**src/rtl/sysio_axil_hub_if.sv**
```systemverilog
// AXI4-Lite slave-side bundle for the system-IO hub.
// The hub takes the slave modport; the interconnect (or a bench) drives the master side.
interface sysio_axil_hub_if #(
  parameter int ADDR_W = 32
);
  logic [ADDR_W-1:0] s_awaddr;
  logic              s_awvalid;
  logic              s_awready;
  logic [31:0]       s_wdata;
  logic [3:0]        s_wstrb;
  logic              s_wvalid;
  logic              s_wready;
  logic [1:0]        s_bresp;
  logic              s_bvalid;
  logic              s_bready;
  logic [ADDR_W-1:0] s_araddr;
  logic              s_arvalid;
  logic              s_arready;
  logic [31:0]       s_rdata;
  logic [1:0]        s_rresp;
  logic              s_rvalid;
  logic              s_rready;

  modport slave (
    input  s_awaddr, s_awvalid, s_wdata, s_wstrb, s_wvalid, s_bready,
           s_araddr, s_arvalid, s_rready,
    output s_awready, s_wready, s_bresp, s_bvalid,
           s_arready, s_rdata, s_rresp, s_rvalid
  );

  modport master (
    output s_awaddr, s_awvalid, s_wdata, s_wstrb, s_wvalid, s_bready,
           s_araddr, s_arvalid, s_rready,
    input  s_awready, s_wready, s_bresp, s_bvalid,
           s_arready, s_rdata, s_rresp, s_rvalid
  );
endinterface

```
**src/rtl/sysio_axil_hub.sv**
```systemverilog
// AXI4-Lite slave hub splitting one bus into SLOT_NUM simple peripheral register ports.
// Slot index = addr[SLOT_AW +: clog2(SLOT_NUM)]; unpopulated/out-of-range slots answer DECERR.
// Optional macro SYSIO_RDATA_LATCH_EN: register peripheral read data one cycle after p_rd,
// so s_rvalid comes at T+2 and the returned data no longer depends on the peripheral holding it.
//
// Write FSM:
//   state     | meaning
//   W_COLLECT | accepting AW and W independently into hold registers
//   W_RESP    | peripheral write issued on entry, B response pending
module sysio_axil_hub #(
  parameter int          ADDR_W    = 32,
  parameter int          SLOT_NUM  = 16,
  parameter int          SLOT_AW   = 8,
  parameter logic [31:0] SLOT_MASK = 32'h0000_801F
) (
  input  logic                     clk,
  input  logic                     rst_n,
  sysio_axil_hub_if.slave          s,
  output logic [SLOT_AW-1:0]       p_waddr_o,
  output logic [31:0]              p_wdata_o,
  output logic [3:0]               p_wsel_o,
  output logic [SLOT_NUM-1:0]      p_we_o,
  output logic [SLOT_AW-1:0]       p_raddr_o,
  output logic [SLOT_NUM-1:0]      p_rd_o,
  input  logic [SLOT_NUM*32-1:0]   p_rdata_i
);

  localparam int         SIW         = $clog2(SLOT_NUM);
  localparam logic [1:0] RESP_OKAY   = 2'b00;
  localparam logic [1:0] RESP_DECERR = 2'b11;

  typedef enum logic {W_COLLECT, W_RESP} wstate_e;

  function automatic logic slot_ok(input logic [SIW-1:0] idx);
    logic [31:0] m;
    m = SLOT_MASK >> idx;
    return (int'(idx) < SLOT_NUM) && m[0];
  endfunction

  function automatic logic [SLOT_NUM-1:0] slot_onehot(input logic [SIW-1:0] idx);
    return {{(SLOT_NUM-1){1'b0}}, 1'b1} << idx;
  endfunction

  // Only the slot field and word offset matter; upper and byte-lane bits are ignored.
  logic unused_addr_bits;
  assign unused_addr_bits = ^{s.s_awaddr, s.s_araddr};

  // ---------------- write path ----------------
  wstate_e                w_state_q, w_state_d;
  logic                   aw_held_q, aw_held_d;
  logic [SIW-1:0]         aw_idx_q, aw_idx_d;
  logic [SLOT_AW-3:0]     aw_off_q, aw_off_d;
  logic                   w_held_q, w_held_d;
  logic [31:0]            w_data_q, w_data_d;
  logic [3:0]             w_strb_q, w_strb_d;
  logic [SLOT_NUM-1:0]    we_q, we_d;
  logic [1:0]             bresp_q, bresp_d;
  logic                   aw_hs, w_hs;

  assign s.s_awready = (w_state_q == W_COLLECT) & ~aw_held_q;
  assign s.s_wready  = (w_state_q == W_COLLECT) & ~w_held_q;
  assign s.s_bvalid  = (w_state_q == W_RESP);
  assign s.s_bresp   = bresp_q;
  assign aw_hs       = s.s_awvalid & s.s_awready;
  assign w_hs        = s.s_wvalid & s.s_wready;

  assign p_we_o    = we_q;
  assign p_waddr_o = {aw_off_q, 2'b00};
  assign p_wdata_o = w_data_q;
  assign p_wsel_o  = w_strb_q;

  // Next-state: capture AW/W independently; issue the write pulse on the edge both are in.
  always_comb begin
    w_state_d = w_state_q;
    aw_held_d = aw_held_q;
    aw_idx_d  = aw_idx_q;
    aw_off_d  = aw_off_q;
    w_held_d  = w_held_q;
    w_data_d  = w_data_q;
    w_strb_d  = w_strb_q;
    we_d      = '0;
    bresp_d   = bresp_q;
    case (w_state_q)
      W_COLLECT: begin
        if (aw_hs) begin
          aw_held_d = 1'b1;
          aw_idx_d  = s.s_awaddr[SLOT_AW +: SIW];
          aw_off_d  = s.s_awaddr[SLOT_AW-1:2];
        end
        if (w_hs) begin
          w_held_d = 1'b1;
          w_data_d = s.s_wdata;
          w_strb_d = s.s_wstrb;
        end
        if (aw_held_d && w_held_d) begin
          w_state_d = W_RESP;
          if (slot_ok(aw_idx_d)) begin
            we_d    = slot_onehot(aw_idx_d);
            bresp_d = RESP_OKAY;
          end else begin
            bresp_d = RESP_DECERR;
          end
        end
      end
      W_RESP: begin
        if (s.s_bready) begin
          w_state_d = W_COLLECT;
          aw_held_d = 1'b0;
          aw_idx_d  = '0;
          aw_off_d  = '0;
          w_held_d  = 1'b0;
          w_data_d  = '0;
          w_strb_d  = '0;
          bresp_d   = RESP_OKAY;
        end
      end
      default: w_state_d = W_COLLECT;
    endcase
  end

  // Write-path registers.
  always_ff @(posedge clk) begin
    if (!rst_n) begin
      w_state_q <= W_COLLECT;
      aw_held_q <= 1'b0;
      aw_idx_q  <= '0;
      aw_off_q  <= '0;
      w_held_q  <= 1'b0;
      w_data_q  <= '0;
      w_strb_q  <= '0;
      we_q      <= '0;
      bresp_q   <= RESP_OKAY;
    end else begin
      w_state_q <= w_state_d;
      aw_held_q <= aw_held_d;
      aw_idx_q  <= aw_idx_d;
      aw_off_q  <= aw_off_d;
      w_held_q  <= w_held_d;
      w_data_q  <= w_data_d;
      w_strb_q  <= w_strb_d;
      we_q      <= we_d;
      bresp_q   <= bresp_d;
    end
  end

  // ---------------- read path ----------------
  logic                ar_hs;
  logic [SIW-1:0]      ar_idx;
  logic                ar_ok;
  logic                rvalid_q;
  logic [SIW-1:0]      rsel_q;
  logic                rerr_q;
  logic [31:0]         rdata_mux;

  assign ar_hs     = s.s_arvalid & s.s_arready;
  assign ar_idx    = s.s_araddr[SLOT_AW +: SIW];
  assign ar_ok     = slot_ok(ar_idx);
  // rst_n gate keeps a read strobe from reaching a peripheral while the hub is discarding state.
  assign p_rd_o    = (ar_hs && ar_ok && rst_n) ? slot_onehot(ar_idx) : '0;
  assign p_raddr_o = ar_hs ? {s.s_araddr[SLOT_AW-1:2], 2'b00} : '0;
  assign s.s_rvalid = rvalid_q;

  // Select the addressed slot's data bus using the registered slot index.
  always_comb begin
    rdata_mux = '0;
    for (int i = 0; i < SLOT_NUM; i++) begin
      if (rsel_q == SIW'(i)) rdata_mux = p_rdata_i[i*32 +: 32];
    end
  end

`ifdef SYSIO_RDATA_LATCH_EN
  logic        rd_busy_q;
  logic [31:0] rdata_q;
  logic [1:0]  rresp_q;

  assign s.s_arready = ~rd_busy_q & (~rvalid_q | s.s_rready);
  assign s.s_rdata   = rdata_q;
  assign s.s_rresp   = rresp_q;

  // Latch peripheral data the cycle after p_rd, then present it until accepted.
  always_ff @(posedge clk) begin
    if (!rst_n) begin
      rd_busy_q <= 1'b0;
      rvalid_q  <= 1'b0;
      rsel_q    <= '0;
      rerr_q    <= 1'b0;
      rdata_q   <= '0;
      rresp_q   <= RESP_OKAY;
    end else begin
      if (ar_hs) begin
        rd_busy_q <= 1'b1;
        rsel_q    <= ar_idx;
        rerr_q    <= ~ar_ok;
      end
      if (rd_busy_q) begin
        rd_busy_q <= 1'b0;
        rvalid_q  <= 1'b1;
        rdata_q   <= rerr_q ? 32'h0 : rdata_mux;
        rresp_q   <= rerr_q ? RESP_DECERR : RESP_OKAY;
      end else if (rvalid_q && s.s_rready) begin
        rvalid_q <= 1'b0;
      end
    end
  end
`else
  assign s.s_arready = ~rvalid_q | s.s_rready;
  assign s.s_rdata   = (rvalid_q && !rerr_q) ? rdata_mux : 32'h0;
  assign s.s_rresp   = (rvalid_q && rerr_q) ? RESP_DECERR : RESP_OKAY;

  // Pipelined read: each AR handshake yields a beat the next cycle.
  always_ff @(posedge clk) begin
    if (!rst_n) begin
      rvalid_q <= 1'b0;
      rsel_q   <= '0;
      rerr_q   <= 1'b0;
    end else if (ar_hs) begin
      rvalid_q <= 1'b1;
      rsel_q   <= ar_idx;
      rerr_q   <= ~ar_ok;
    end else if (s.s_rready) begin
      rvalid_q <= 1'b0;
    end
  end
`endif

endmodule

```
**src/flat_wrapper.sv**
```systemverilog
// flat-port wrapper written by rule: the top's interface ports become plain ports
module sysio_axil_hub_flat 
#(
  parameter int          ADDR_W    = 32,
  parameter int          SLOT_NUM  = 16,
  parameter int          SLOT_AW   = 8,
  parameter logic [31:0] SLOT_MASK = 32'h0000_801F
)
  (clk, rst_n, p_waddr_o, p_wdata_o, p_wsel_o, p_we_o, p_raddr_o, p_rd_o, p_rdata_i, s_s_awaddr, s_s_awvalid, s_s_wdata, s_s_wstrb, s_s_wvalid, s_s_bready, s_s_araddr, s_s_arvalid, s_s_rready, s_s_awready, s_s_wready, s_s_bresp, s_s_bvalid, s_s_arready, s_s_rdata, s_s_rresp, s_s_rvalid);
  sysio_axil_hub_if #(.ADDR_W(ADDR_W)) s_i ();
  input  logic clk;
  input  logic rst_n;
  output logic [SLOT_AW-1:0] p_waddr_o;
  output logic [31:0] p_wdata_o;
  output logic [3:0] p_wsel_o;
  output logic [SLOT_NUM-1:0] p_we_o;
  output logic [SLOT_AW-1:0] p_raddr_o;
  output logic [SLOT_NUM-1:0] p_rd_o;
  input  logic [SLOT_NUM*32-1:0] p_rdata_i;
  input wire logic [$bits(s_i.s_awaddr)-1:0] s_s_awaddr;
  input wire logic [$bits(s_i.s_awvalid)-1:0] s_s_awvalid;
  input wire logic [$bits(s_i.s_wdata)-1:0] s_s_wdata;
  input wire logic [$bits(s_i.s_wstrb)-1:0] s_s_wstrb;
  input wire logic [$bits(s_i.s_wvalid)-1:0] s_s_wvalid;
  input wire logic [$bits(s_i.s_bready)-1:0] s_s_bready;
  input wire logic [$bits(s_i.s_araddr)-1:0] s_s_araddr;
  input wire logic [$bits(s_i.s_arvalid)-1:0] s_s_arvalid;
  input wire logic [$bits(s_i.s_rready)-1:0] s_s_rready;
  output wire logic [$bits(s_i.s_awready)-1:0] s_s_awready;
  output wire logic [$bits(s_i.s_wready)-1:0] s_s_wready;
  output wire logic [$bits(s_i.s_bresp)-1:0] s_s_bresp;
  output wire logic [$bits(s_i.s_bvalid)-1:0] s_s_bvalid;
  output wire logic [$bits(s_i.s_arready)-1:0] s_s_arready;
  output wire logic [$bits(s_i.s_rdata)-1:0] s_s_rdata;
  output wire logic [$bits(s_i.s_rresp)-1:0] s_s_rresp;
  output wire logic [$bits(s_i.s_rvalid)-1:0] s_s_rvalid;
  assign s_i.s_awaddr = s_s_awaddr;
  assign s_i.s_awvalid = s_s_awvalid;
  assign s_i.s_wdata = s_s_wdata;
  assign s_i.s_wstrb = s_s_wstrb;
  assign s_i.s_wvalid = s_s_wvalid;
  assign s_i.s_bready = s_s_bready;
  assign s_i.s_araddr = s_s_araddr;
  assign s_i.s_arvalid = s_s_arvalid;
  assign s_i.s_rready = s_s_rready;
  assign s_s_awready = s_i.s_awready;
  assign s_s_wready = s_i.s_wready;
  assign s_s_bresp = s_i.s_bresp;
  assign s_s_bvalid = s_i.s_bvalid;
  assign s_s_arready = s_i.s_arready;
  assign s_s_rdata = s_i.s_rdata;
  assign s_s_rresp = s_i.s_rresp;
  assign s_s_rvalid = s_i.s_rvalid;
  sysio_axil_hub #(.ADDR_W(ADDR_W), .SLOT_NUM(SLOT_NUM), .SLOT_AW(SLOT_AW), .SLOT_MASK(SLOT_MASK)) u_core (.clk(clk), .rst_n(rst_n), .s(s_i), .p_waddr_o(p_waddr_o), .p_wdata_o(p_wdata_o), .p_wsel_o(p_wsel_o), .p_we_o(p_we_o), .p_raddr_o(p_raddr_o), .p_rd_o(p_rd_o), .p_rdata_i(p_rdata_i));
endmodule
```
**config.mk**
```make
export PLATFORM = sky130hd
export DESIGN_NAME = sysio_axil_hub_flat
export DESIGN_NICKNAME = d
export VERILOG_FILES = /design/src/rtl/sysio_axil_hub_if.sv /design/src/rtl/sysio_axil_hub.sv /design/src/flat_wrapper.sv
export SDC_FILE = /design/constraint.sdc
export NUM_CORES = 1
export LEC_CHECK = 0
export ABC_AREA = 1
export CORE_AREA = 2 2 290 292
export DETAILED_ROUTE_END_ITERATION = 10
export DIE_AREA = 0 0 292 294
export DONT_BUFFER_PORTS = 1
export SYNTH_ARGS = -nofsm -noshare
export SYNTH_HDL_FRONTEND = slang
export SYNTH_SLANG_ARGS = --single-unit
```
**constraint.sdc**
```tcl
create_clock -name clk -period 2.1 [get_ports clk]
set_clock_uncertainty 0.05 [all_clocks]
set_input_delay 0.21 -clock clk [delete_from_list [all_inputs] [get_ports clk]]
set_output_delay 0.21 -clock clk [all_outputs]
set_load 0.02 [all_outputs]
```
# Yosys cells after proc, flatten, opt, wreduce, memory -nomap -nowiden
# Cells that the tools add are included.
[classes]
shifts = 4
eq_ne = 19
muxes = 48
n_bitwise = 14
reduce_logical = 12
[op_table]
columns = ["op", "count"]
rows = [
  ["$mux 32", 19],
  ["$pmux 32 s2", 1],
  ["$eq 4x4->1 const B", 8],
  ["$shl 1x4->16 const A", 2],
  ["$shr 16x4->1 const A", 2],
  ["$eq 4x3->1 const B", 4],
  ["$mux 16", 1],
  ["$mux 4", 4],
  ["$pmux 4 s2", 2],
  ["$mux 6", 2],
  ["$pmux 6 s2", 1],
  ["$mux 1", 9],
  ["$eq 4x2->1 const B", 2],
  ["$mux 2", 4],
  ["$mux 8", 1],
  ["$not 1->1", 8],
  ["$pmux 1 s2", 3],
  ["$reduce_and 2->1", 3],
  ["$and 1x1->1", 5],
  ["$logic_and 1x1->1", 5],
  ["$eq 4x1->1 const B", 1],
  ["$logic_not 4->1", 1],
  ["$ne 2x1->1 const B", 2],
  ["$ne 2x2->1 const B", 2],
  ["other kinds (5)", 5],
]
[word_totals]
ff_bits = 73
in_bits = 619
word_cells = 109
out_inout_bits = 125

# Logic depth before layout (Yosys ltp)
# Gate-level depths: netlist (run 1).
[depth]
ltp_word = 18
mapped_depth = 16

# Least setup slack after synthesis (run 1)
# Ideal clock, no wire load.
[synth_timing]
path_type = "reg-to-output"
start = "register u_core.rvalid_q (netlist: u_core.s.s_rvalid)"
end = "output port p_rd_o[1]"
path_buffers = 0
path_stages_with_launch = 9
arrival_ps = 1875
required_ps = 1840
setup_slack_ps = -35
cell_sequence = "dfxtp_1 -> inv_1 -> or2_2 -> nand2_1 -> a31oi_1 -> o21ai_0 -> nor2_1 -> nand2_1 -> nor4_1"
[synth_via]
elab_chain_len = 6
[synth_rtl]
columns = ["item", "line_no", "text"]
rows = [
  ["start, declared", "sysio_axil_hub.sv:150", "logic rvalid_q;"],
  ["start signal, assigned", "sysio_axil_hub.sv:213", "rvalid_q <= 1'b0;"],
  ["start signal, assigned", "sysio_axil_hub.sv:217", "rvalid_q <= 1'b1;"],
  ["start signal, assigned", "sysio_axil_hub.sv:221", "rvalid_q <= 1'b0;"],
  ["$not 1->1", "sysio_axil_hub.sv:206", "assign s.s_arready = ~rvalid_q | s.s_rready;"],
  ["$or 1x1->1", "sysio_axil_hub.sv:206", ""],
  ["via s_s_arready", "flat_wrapper.sv:33", "output wire logic [$bits(s_i.s_arready)-1:0] s_s_arready;"],
  ["$and 1x1->1", "sysio_axil_hub.sv:155", "assign ar_hs = s.s_arvalid & s.s_arready;"],
  ["$logic_and 1x1->1 (2 in a row)", "sysio_axil_hub.sv:159", "assign p_rd_o = (ar_hs && ar_ok && rst_n) ? slot_onehot(ar_idx) : '0;"],
  ["$mux 16", "sysio_axil_hub.sv:159", ""],
  ["end, declared", "flat_wrapper.sv:18", "output logic [SLOT_NUM-1:0] p_rd_o;"],
]
# The timed path passes the listed nets, and every way through them passes these cells.

# Final worst setup path (run 1)
[layout_timing]
start = "register u_core.rsel_q[1]"
end = "output port s_s_rdata[0]"
[layout_via]
elab_chain_len = 18
elab_cells_between_ends = 33
cone_classes = "15 x eq/ne; 17 x mux; 1 x reduce/logical"
[layout_rtl]
columns = ["item", "line_no", "text"]
rows = [
  ["start, declared", "sysio_axil_hub.sv:151", "logic [SIW-1:0] rsel_q;"],
  ["start signal, assigned", "sysio_axil_hub.sv:218", "rsel_q <= ar_idx;"],
  ["$logic_not 4->1", "sysio_axil_hub.sv:167", "if (rsel_q == SIW'(i)) rdata_mux = p_rdata_i[i*32 +: 32];"],
  ["$mux 32 (15 in a row)", "sysio_axil_hub.sv:167", ""],
  ["$mux 32 *", "sysio_axil_hub.sv:167", ""],
  ["$mux 32 *", "sysio_axil_hub.sv:207", "assign s.s_rdata = (rvalid_q && !rerr_q) ? rdata_mux : 32'h0;"],
  ["end, declared", "flat_wrapper.sv:34", "output wire logic [$bits(s_i.s_rdata)-1:0] s_s_rdata;"],
]
# Mark *: on every way between the ends. The rest lies on a longest branch, timed or not.

==> summary.md, run 1 <==
| Metric | Value |
|---|---|
| Result of the run | finished with violations |
| Failing checks | setup timing |
| Filler instances | 9583 |
| Final Hold Viols | 0 |
| DIE AREA | 0.0858 mm^2 |
| Tcrit/Tclk final | 1.45 |
| Minimum clock period | 3.05 ns |
| Nets | 2268 |
| Async S/R FF share, synth | 0 |
| Sequential area share after synthesis | 0.195 |
| Critical Path Source | u_core.rsel_q[1] |
| Setup ws final | -0.948 ns |
| Vias per cell | 3.97 |
| Hold path startpoint | s_s_wvalid |
| H-tree level count | 3 |
| Kind of critical path | reg -> out |
| Per-cell routed wire length | 24.0 um |
| CP arrival | 2.79 ns |
| Area leader, netlist | nand2_1 |
| GRT Total Usage | 0.143 |
| CTS Sinks | 72 |
| Yosys warnings | 0 |
| Max-slew violations | 0 |
| Worst-path clk slew | 0.07 ns |
| Initial core utilization | 0.0892 |
| Routability cong. | 0.953 |
| Yosys reg bits | 72 |
| Ranking of synthesized cells by area | nand2_1 (25%), dfxtp_1 (19%), nand3_1 (10%) |
| DRT Pass-1 Iters | 6 |
| Pwr Density | 502 mW/mm^2 |
| Endpoints failing setup | 32 |
| RSZ-0062 raised after global routing | true |
| Layout cells sized above 1 | 0.260 |
| Clk_lat worst skew | 0.34 ns |
| Core box area | 0.0829 mm^2 |
| I/O pin count | 744 |
| Worst vdd ir | 0.320 mV |
| Global-route wire length before repair | 84100 um |
| Synth cell types | 29 |
| Max Cap Viol | 0 |
| Number of global-route vias before repair | 10400 |
| Routed Antenna Nets | 0 |
| Fin cells | 2752 |
| Commonest non-fill, non-tap cell in the layout | nand2_1 |
| Placed Cells | 2631 |
| P_leak | 0.00518 uW |
| Maximum clock rate | 328 MHz |
| Chip width | 292 um |
| Vias | 10900 |
| Root buffer cell | clkbuf_16 |
| # port buffers | 0 |
| Clock Path Buffers | 2 |
| Top FF cell, synth | dfxtp_1 |
| Mean Syn Cell Area | 5.12 um^2 |
| Dpl hpwl | 55500 um |
| CTS tree | yes |
| Worst Tran Pin Value | 0.565 ns |
| Area delta synth->final | 65.7% |
| Synth top area share | 0.251 |
| Critical path required time | 1.84 ns |
| Final WL | 66000 um |
| Worst-path fanout max | 5 |
| Mapped Cells | 1444 |
| CP endpoint kind | output pin |
| Drt initial violations | 737 |
| Post-Place Worst Slack | -0.736 ns |
| FP Rows | 106 |
| TritonCTS buffer count | 9 |
| Most frequent cells in the layout | nand2_1 (442), nand3_1 (134), nor2_1 (133), inv_1 (133), buf_4 (124) |
| Largest net degree at the start of global routing | 48 |
| Cell area after synthesis | 0.00739 mm^2 |
| Hold WC Path Type | in -> reg |
| Initial antenna violation count | 34 |
| Startpoint types | flip-flop |
| Global route total overflow | 0 |
| EDFF count, synth | 0 |
| Chip height | 294 um |
| Slew margin rel. | 0.623 |
| Post-route DRC violation count | 0 |
| Reg-to-Reg Start | u_core.s.s_bvalid |
| Power Total | 6150 uW |
worst paths after layout:
| check | end | slack (ns) | cells after the start |
|---|---|---|---|
| min | u_core.p_wdata_o[6] | 0.04 | 2 |
| max reg2reg | u_core.p_wdata_o[9] | 0.21 | 6 |
| max | s_s_rdata[0] | -0.95 | 16 |
| min reg2reg | u_core.aw_idx_q[2] | 0.42 | 2 |
sequential cells by signal, summed over array words and instances (netlist names):
signal             flops
u_core.aw_held_q       1
u_core.aw_idx_q        4
u_core.aw_off_q        6
u_core.p_wdata_o      32
u_core.p_we_o         16
u_core.p_wsel_o        4
u_core.rerr_q          1
u_core.rsel_q          4
u_core.s.s_bresp       1
u_core.s.s_bvalid      1
u_core.s.s_rvalid      1
u_core.w_held_q        1
per-layer routing:
layer | up-vias | track usage | part of all wire
met1 | 4977 | 0.161 | 0.38
met3 | 174 | 0.0539 | 0.10
li1 | 4957 | - | -
met5 | - | 0 | 0.0021
met2 | 807 | 0.241 | 0.47
met4 | 18 | 0.0658 | 0.053
cell usage after synthesis (6+ instances only):
| library cell | number |
|---|---|
| nand2_1 | 495 |
| nor2_1 | 202 |
| nand3_1 | 153 |
| inv_1 | 152 |
| a21oi_1 | 86 |
| nand4_1 | 77 |
| dfxtp_1 | 72 |
| clkbuf_1 | 61 |
| or2_2 | 27 |
| o21ai_0 | 26 |
| buf_2 | 18 |
| buf_4 | 16 |
| or2_0 | 14 |
| or2_1 | 9 |
| nor3_1 | 8 |
| nor4_1 | 6 |
critical path, cell delays in order, from the launching register on:
cell	delay (ns)
dfxtp_2	0.34
buf_6	0.13
nor2_4	0.05
buf_12	0.13
buf_6	0.13
buf_6	0.11
nand3_2	0.05
nand2_1	0.05
nor2_1	0.11
nand4_1	0.25
nand2_1	0.15
nand4_1	0.22
nor2_2	0.24
nand4_1	0.11
nor2_1	0.11
nor2_1	0.08
buf_4	0.16
cell families after synthesis:
logic type	after synthesis	share of synthesized area
and+or+nand+nor	1000	0.584
DFF	72	0.195
other	1	0.000507
AOI/OAI and AO/OA	118	0.0809
buffers and inverters	253	0.140
where the power goes:
group | switching [uW] | internal [uW]
clock | 724 | 827
sequential | 166 | 1460
combinational | 1830 | 1150
area by class of cell:
cell class	instances	area, um^2	area share
Tap cell	1080	1350	0.110
Multi-Input combinational cell	1142	5720	0.467
Antenna cell	18	45.0	0.00368
Timing Repair Buffer	268	2790	0.228
Clock inverter	7	63.8	0.00521
Clock buffer	9	225	0.0184
Inverter	156	607	0.0495
Sequential cell	72	1450	0.119
what timing repair did:
| item | in CTS | in global routing |
|---|---|---|
| setup endpoints to repair | 38 | 41 |
| hold buffers | 69 | 0 |
| hold endpoints to repair | 47 | 0 |
| gates resized for setup | 120 | 141 |
| buffers inserted | 16 | 12 |
| pin swaps | 46 | 131 |
| cloned | 0 | 1 |
metrics by stage:
| step | area (um^2) | setup TNS, ns | hold slack, ns | util |
|---|---|---|---|---|
| CTS | 11700 | -24.48 | 0.000226 | 0.141 |
| detailed placement | 10200 | -15.99 | 0.294 | 0.124 |
| floorplan | 7480 | -0.106 | 0.285 | - |
| global placement | 10200 | -15.64 | 0.298 | 0.124 |
| global route | 12200 | -28.77 | 0.000196 | 0.148 |
| finish | 12300 | -23.12 | 0.0381 | 0.148 |
Power figures use the tool's default switching activity.
==> inputs of run 2 (changes only) <==
Settings changed: SETUP_SLACK_MARGIN set to 0.4.
Clock period 2.1 ns to 2.7 ns, I/O delays scaled along.
==> run 2 against run 1 <==
Effect of this change:
- the flow still finishes with violations (setup timing)
- combinational power fell by 24%
- clock power decreased by 23%
- register-to-register slack improved by 0.44 ns
- power shrank 23%
- hold slack worse by 0.0014 ns
- cell area decreased by 6.0%
==> summary.md, run 2 (synthesis results as in run 1) <==
| Metric | Value |
|---|---|
| Result of the run | finished with violations |
| Failing checks | setup timing |
| Comb power frac | 0.479 |
| H-tree level count | 3 |
| Global-route wire length before repair | 79200 um |
| Core box area | 0.0829 mm^2 |
| Fin util | 0.139 |
| Hold Crit Depth | 2 |
| Worst-path fanout max | 8 |
| Worst Tran Pin Value | 0.606 ns |
| Max FFs per register | 32 |
| CP endpoint kind | output pin |
| Hold WC Path Type | in -> reg |
| Clock share of power | 0.252 |
| Vias | 10600 |
| Slew margin rel. | 0.596 |
| Root buffer cell | clkbuf_16 |
| Worst-path clk slew | 0.07 ns |
| Area delta synth->final | 55.8% |
| I/O pin count | 744 |
| # port buffers | 0 |
| Worst hold endpoint | u_core.p_wsel_o[1] |
| FP Rows | 106 |
| Minimum clock period | 3.18 ns |
| Register Area | 0.00146 mm^2 |
| Post-DP Area | 0.00997 mm^2 |
| Max-slew violations | 0 |
| Worst vdd ir | 0.298 mV |
| Chip width | 292 um |
| Slowest cell on crit path | dfxtp_2 |
| GRT Total Usage | 0.136 |
| P_leak | 0.00490 uW |
| Reg-to-Reg End | u_core.p_we_o[1] |
| Reg2reg path depth | 9 |
| CP arrival | 2.86 ns |
| Largest net degree at the start of global routing | 54 |
| CTS tree | yes |
| Initial antenna violation count | 39 |
| Initial core utilization | 0.0892 |
| Most frequent cells in the layout | nand2_1 (451), nor2_1 (147), inv_1 (139) |
| Endpoints failing setup | 31 |
| Design area | 0.0115 mm^2 |
| Psw | 2080 uW |
| Startpoint types | flip-flop |
| GR peak layer | met2 |
| Number of global-route vias before repair | 9572 |
| R2R setup slack | 0.65 ns |
| Routability cong. | 0.950 |
| Met3 Resource Use GR | 0.0579 |
| CTS Sinks | 72 |
| Kind of critical path | reg -> out |
| Tcrit/Tclk final | 1.18 |
| Multi-input gate area | 0.00561 mm^2 |
| Placed Cells | 2593 |
| Post-Place Worst Slack | -0.225 ns |
| TritonCTS buffer count | 9 |
| Setup TNS | -8.23 ns |
| Fin cells | 2682 |
| Critical Path Source | u_core.rsel_q[2] |
| Switching Fraction | 0.441 |
| Final Hold Viols | 0 |
| DRT Pass-1 Iters | 8 |
| Global route total overflow | 0 |
| Design internal power | 2640 uW |
| Post-route DRC violation count | 0 |
| Reg-to-Reg Start | u_core.s.s_bvalid |
| Flop pwr share | 0.269 |
| Critical path required time | 2.38 ns |
| Routed Antenna Nets | 0 |
| Dpl hpwl | 53700 um |
| Max Cap Viol | 0 |
| Per-cell routed wire length | 23.8 um |
| Grt met1 use | 0.149 |
| Nets | 2195 |
| Pwr Density | 410 mW/mm^2 |
| Hold path startpoint | s_s_wstrb[1] |
| Filler instances | 9560 |
| Chip height | 294 um |
| Final WL | 63800 um |
| Critical path's largest stage delay | 0.34 ns |
| Drt initial violations | 663 |
| Clock Path Buffers | 2 |
| Commonest non-fill, non-tap cell in the layout | nand2_1 |
| Crit path cell chain | buf_4 > nand2_4 > buf_6 > nor2_4 > clkinv_4 > buf_12 > or2_0 > nand2_1 > nand4_1 > nor2_2 > nand4_1 > nor2_1 > nor2_2 > buf_6 |
| Layout cells sized above 1 | 0.250 |
| Vias per cell | 3.94 |
| RSZ-0062 raised after global routing | true |
| DIE AREA | 0.0858 mm^2 |
| Maximum clock rate | 314 MHz |
| Setup ws final | -0.482 ns |
| Met2 Resource Use GR | 0.231 |
| Clk_lat worst skew | 0.34 ns |
-- run 2: final cells by class --
cell class | count | share of cell area
multi-input combinational | 1142 | 0.487
timing repair buffer | 195 | 0.188
sequential | 72 | 0.126
tap | 1080 | 0.117
inverter | 156 | 0.0521
clock buffer | 9 | 0.0196
clock inverter | 7 | 0.00565
antenna | 21 | 0.00456
-- run 2: per-stage QoR --
| stage | total power (uW) | hold slack [ns] |
|---|---|---|
| 2_1_floorplan | 2170 | 0.345 |
| 3_3_place_gp | 3250 | 0.353 |
| 3_5_place_dp | 3260 | 0.356 |
| 4_1_cts | 4690 | 0.0175 |
| 5_1_grt | 5010 | 0.0249 |
| 6_report | 4720 | 0.0368 |
-- run 2: critical path: cells and delay by family (launching register included) --
kind	cells	cell delay (ns)
buffers and inverters	5	0.72
and+or+nand+nor	9	1.44
DFF	1	0.34
-- run 2: power groups by stage --
stage          Clock, uW  Combinational [uW]  Sequential (uW)
2_1_floorplan          0                 901             1270
3_3_place_gp           0                1960             1290
3_5_place_dp           0                1970             1290
4_1_cts             1240                2180             1270
5_1_grt             1280                2450             1280
6_report            1190                2260             1270
-- run 2: worst max path at each step --
stage / to / slack, ns / cells after the start
3_3_place_gp: s_s_rdata[0] / -0.20 / 15
6_report: s_s_rdata[0] / -0.48 / 14
4_1_cts: s_s_rdata[0] / -0.39 / 15
3_5_place_dp: s_s_rdata[0] / -0.22 / 15
5_1_grt: s_s_rdata[4] / -0.52 / 16
2_1_floorplan: p_rd_o[1] / 0.50 / 8
-- run 2: metal layers --
layer	wire, um	vias up	share of wire
li1	-	4817	-
met1	24000	4824	0.38
met2	29700	726	0.47
met3	7060	165	0.11
met4	2890	26	0.045
met5	184	-	0.0029
-- run 2: repair_timing --
item	4_1_cts	5_1_grt
gates resized for setup	138	91
cloned	0	3
setup buffers	29	19
hold buffers	1	0
setup endpoints to repair	44	43
hold endpoints to repair	4	0
pin swaps	62	93
